==> src/rtl/aes_result_display.sv <==
// aes_result_display: capture a selected AES channel result, compare it, and scroll it on seven-segment digits
module aes_result_display #(
    parameter int NCH   = 3,
    parameter int NDIG  = 3,
    parameter int DWELL = 50000000
) (
    input  logic                  clk,
    input  logic                  reset,
    input  logic [2:0]            controller,
    input  logic [NCH-1:0]        ch_done,
    input  logic [128*NCH-1:0]    ch_data,
    input  logic [128*NCH-1:0]    ch_expect,
    output logic                  flag,
    output logic                  valid,
    output logic [7*NDIG-1:0]     sevenSeg
);
    localparam int W  = (32 + NDIG - 1) / NDIG;
    localparam int CW = $clog2(DWELL);
    localparam logic [6:0] GLYPH [16] = '{
        7'h40, 7'h79, 7'h24, 7'h30, 7'h19, 7'h12, 7'h02, 7'h78,
        7'h00, 7'h10, 7'h08, 7'h03, 7'h46, 7'h21, 7'h06, 7'h0E
    };
    typedef enum logic [1:0] {IDLE, CAPTURE, SHOW} state_t;
    state_t         state_q, state_d;
    logic [2:0]     ctrl_q;
    logic           done_q, sel_done, changed, capture, show, wrap;
    logic [127:0]   sel_data, sel_exp, result, exp_q;
    logic [5:0]     win, win_nx;
    logic [CW-1:0]  cnt;

    function automatic logic [7*NDIG-1:0] digits(input logic [127:0] r, input logic [5:0] w);
        logic [7*NDIG-1:0] s;
        int idx;
        s = '0;
        for (int j = 0; j < NDIG; j++) begin
            idx = 31 - (int'(w) * NDIG + j);
            s[7*(NDIG-1-j) +: 7] = idx < 0 ? 7'h7F : GLYPH[r[4*idx +: 4]];
        end
        return s;
    endfunction

    always_comb begin
        sel_done = 1'b0;
        sel_data = '0;
        sel_exp  = '0;
        for (int i = 0; i < NCH; i++) begin
            if (controller == 3'(i + 1)) begin
                sel_done = ch_done[i];
                sel_data = ch_data[128*i +: 128];
                sel_exp  = ch_expect[128*i +: 128];
            end
        end
        changed = controller != ctrl_q;
        // level-sensitive in IDLE, rising-edge-sensitive while showing
        capture = !changed && sel_done && (state_q == IDLE || (state_q == SHOW && !done_q));
        show    = !changed && state_q == CAPTURE;
        state_d = changed ? IDLE : capture ? CAPTURE : show ? SHOW : state_q;
        wrap    = cnt == CW'(DWELL - 1);
        win_nx  = wrap ? (win == 6'(W - 1) ? 6'd0 : win + 6'd1) : win;
    end

    always_ff @(posedge clk)
        state_q <= reset ? IDLE : state_d;

    always_ff @(posedge clk) begin
        if (reset) begin
            ctrl_q   <= '0;
            done_q   <= 1'b0;
            result   <= '0;
            exp_q    <= '0;
            flag     <= 1'b0;
            valid    <= 1'b0;
            sevenSeg <= '1;
            win      <= '0;
            cnt      <= '0;
        end else begin
            ctrl_q <= controller;
            done_q <= sel_done;
            if (capture) begin
                result <= sel_data;
                exp_q  <= sel_exp;
            end
            if (changed) begin
                flag     <= 1'b0;
                valid    <= 1'b0;
                sevenSeg <= '1;
                win      <= '0;
                cnt      <= '0;
            end else if (show) begin
                flag     <= result == exp_q;
                valid    <= 1'b1;
                sevenSeg <= digits(result, 6'd0);
                win      <= '0;
                cnt      <= '0;
            end else if (state_q == SHOW) begin
                cnt <= wrap ? '0 : cnt + 1'b1;
                win <= win_nx;
                if (wrap)
                    sevenSeg <= digits(result, win_nx);
            end
        end
    end
endmodule

==> config.mk <==
export PLATFORM = sky130hd
export DESIGN_NAME = aes_result_display
export DESIGN_NICKNAME = d
export VERILOG_FILES = /design/src/rtl/aes_result_display.sv
export SDC_FILE = /design/constraint.sdc
export NUM_CORES = 1
export LEC_CHECK = 0
export CAP_MARGIN = 20
export CORE_AREA = 4 4 308 310
export CTS_CLUSTER_DIAMETER = 200
export DETAILED_ROUTE_END_ITERATION = 12
export DIE_AREA = 0 0 312 314
export GPL_ROUTABILITY_DRIVEN = 1
export GPL_TIMING_DRIVEN = 0
export PLACE_DENSITY = 0.57
export REMOVE_ABC_BUFFERS = 1
export SETUP_SLACK_MARGIN = 0.1
export SLEW_MARGIN = 20
export SYNTH_ARGS = -nofsm -noshare
export SYNTH_HDL_FRONTEND = slang
export SYNTH_SLANG_ARGS = --single-unit
==> constraint.sdc <==
create_clock -name clk -period 10.15 [get_ports clk]
set_input_delay 1.015 -clock clk [delete_from_list [all_inputs] [get_ports clk]]
set_output_delay 1.015 -clock clk [all_outputs]
set_load 0.005 [all_outputs]
==> results.ini <==
[outcome]
status=completed

[layout]
drive_gt1_frac=0.128
nets=4479
antenna_cells=0
syn_to_final_growth_pct=45.2
design_area_um2=35100
fin_cells=4868

[floorplan]
start_util=0.264
rows=111
die_h_um=314
die-area_um2=98000
io_pins=799
die_w_um=312
core_area_um2=91700

[clock_tree]
ctsHoldBuffers=0
cts_buffer_depth=3
htree_levels=2
insertion_delay_ns=0.58
clock_sinks=317
cts_tree=yes
cts_buffers=40
clk_pin_slew_ns=0.06
root_buffer=clkbuf_16

[critical_path]
startpoint_type=register
slowest_delay_ns=1.14
crit_fanout=49
r2r-start=cnt[0]$_SDFFE_PP0P_
critPathTopFamily=adder cells
reg2reg_to=sevenSeg[13]$_SDFFE_PP1P_
crit_end=sevenSeg[13]$_SDFFE_PP1P_
worstPathRequired_ns=10.55
cp-end-kind=register
rr_worst_depth=25
path_class=reg2reg
r2r_setup_slack_ns=0.99
worstSetupPathDepth=25
crit_start=cnt[0]$_SDFFE_PP0P_
arrival_ns=9.56
path_buf_inv=8
crit_slowest_cell=fa_1

[routing]
drc_errors=0
drt_iter0_markers=1883
vias=26000
drt-pass1-iter-count=5
via_per_inst=5.34
wl_per_cell_um=23.4
ant_nets=0
wirelength_um=114000

[yosys]
ys_top_cells_by_count=nor2_1 (360), a21oi_1 (333), dfxtp_1 (317)
synthTopCellsByArea=dfxtp_1 (26%), mux2_2 (12%), a22oi_1 (8.2%)
synth_seq_cells=317
synthFlopType=dfxtp_1
async_flop_share=0
syn_area_per_cell_um2=7.97
seq_area_frac_synth=0.262
synth_edf_count=0
syn_inst=3035
ys_types=87
yosys.cell_count.top_type=nor2_1
yosysWarnings=0
synth_area_leader_cell=dfxtp_1
synth_top_area_frac=0.262
synthesis.area_um2=24200

[sta]
post-route-min-period_ns=9.16
relSlewSlack=0.207
tns_ns=0
finalHoldViolCount=0
worstMarginPinSlew_ns=1.18
skew_ns=0.0446
timing.final.crit_share=0.903
slew_violations=0
rsz0062_at_grt=no
max_freq_mhz=109
setup_viol=0

[global_routing]
grt_pass1_wl_um=165000
gr-usage-all-layers=0.219
antenna_found_initial=1
grt_pass1_vias=25700
grt_overflow=0
grt_max_degree=119

[pwr]
power_w=0.00346
power_leakage_nw=12.6
ir_worst_vdd_v=0.0000883
p_per_area_nw_per_um2=98.4

[placed_design]
placed_area_um2=33700
port_buffers=798
dp_cells=4792
hpwl_um=89600
gp_congestion=0.914

[worst_hold_path]
hold_class=reg2reg

[flow_run]
maxCapViolations=0

## metal layers
layer | vias to the layer above | track usage | share of wire
met5 | - | 0 | 0.00011
met3 | 171 | 0.0362 | 0.058
met2 | 900 | 0.383 | 0.49
met4 | 2 | 0.0631 | 0.032
met1 | 12400 | 0.277 | 0.42
li1 | 12500 | - | -
## where the power goes
part           leakage (nW)  total, W  internal (W)  switching [W]
sequential             2.55   0.00126       0.00125      0.0000111
clock                 0.690   0.00153      0.000928       0.000600
combinational          9.36  0.000667      0.000413       0.000255
total                  12.6   0.00346       0.00259       0.000866
## timing repair
item	4_1_cts	5_1_grt
gates resized for setup	0	2
buffers inserted	0	4
endpoints found under the setup margin	0	14
## per-stage QoR
stage          hold WS [ns]  setup slack (ns)  utilization
2_1_floorplan         0.457             -6.15            -
3_3_place_gp          0.460            -44.61        0.355
3_5_place_dp          0.474             0.159        0.367
4_1_cts               0.488             0.135        0.383
5_1_grt               0.493             0.653        0.383
6_report              0.487             0.986        0.383
## worst reg2reg max path, delay by kind of cell (launching register included)
family	cells	cell delay, ns
buf+inv	8	2.24
fa+ha+maj	5	2.55
xor+xnor	1	0.48
flops	1	0.40
simple gates	5	1.50
mux	2	0.79
compound gates	4	1.03
## sequential cells by signal (all words and copies together) (netlist names)
register,flops
cnt,26
result,128
state_q,2
valid,1
flag,1
done_q,1
ctrl_q,3
sevenSeg,21
win,6
exp_q,128
## how the worst min path moves through the flow
stage	cells past startpoint	from	slack, ns	endpoint
6_report	2	valid$_SDFFE_PP0P_	0.49	valid$_SDFFE_PP0P_
5_1_grt	1	sevenSeg[11]$_SDFFE_PP1P_	0.49	sevenSeg[11]$_SDFFE_PP1P_
4_1_cts	1	sevenSeg[11]$_SDFFE_PP1P_	0.49	sevenSeg[11]$_SDFFE_PP1P_
3_5_place_dp	1	sevenSeg[11]$_SDFFE_PP1P_	0.47	sevenSeg[11]$_SDFFE_PP1P_
3_3_place_gp	2	sevenSeg[4]$_SDFFE_PP1P_	0.46	sevenSeg[4]$_SDFFE_PP1P_
2_1_floorplan	2	exp_q[109]$_SDFFE_PP0P_	0.46	exp_q[109]$_SDFFE_PP0P_
## cells by family (layout without fill, tap and decap cells)
family,after synthesis,in the layout,share of synthesized area
flip-flops,317,317,0.262
AND/OR/NAND/NOR,938,938,0.180
AO/OA/AOI/OAI,867,867,0.234
adder cells (fa/ha/maj),51,51,0.0267
XOR/XNOR,128,128,0.0480
multiplexers,372,372,0.190
buffers and inverters,362,1009,0.0586
## final cells by class
type	instances	area (um2)
Clock buffer	59	1240
Clock inverter	13	166
Fill cell	9488	56500
Inverter	86	327
Multi-Input combinational cell	2356	16600
Sequential cell	317	6350
Tap cell	1186	1480
Timing Repair Buffer	851	8990
## cell usage in the layout (no fill, tap or decap), types with 26 or more instances in the layout
cell type	n
mux2i_1	62
mux4_2	44
a22oi_1	264
nand3_1	60
nor3_1	271
nand2_1	108
xnor2_1	50
o22ai_1	26
xor2_1	66
clkdlybuf4s50_1	794
o21ai_0	59
a21oi_1	332
dfxtp_1	317
nor2_1	359
nand4_1	28
inv_1	83
clkbuf_16	42
ha_1	49
mux2_2	265
No activity file was read; power rests on OpenSTA's default activity.
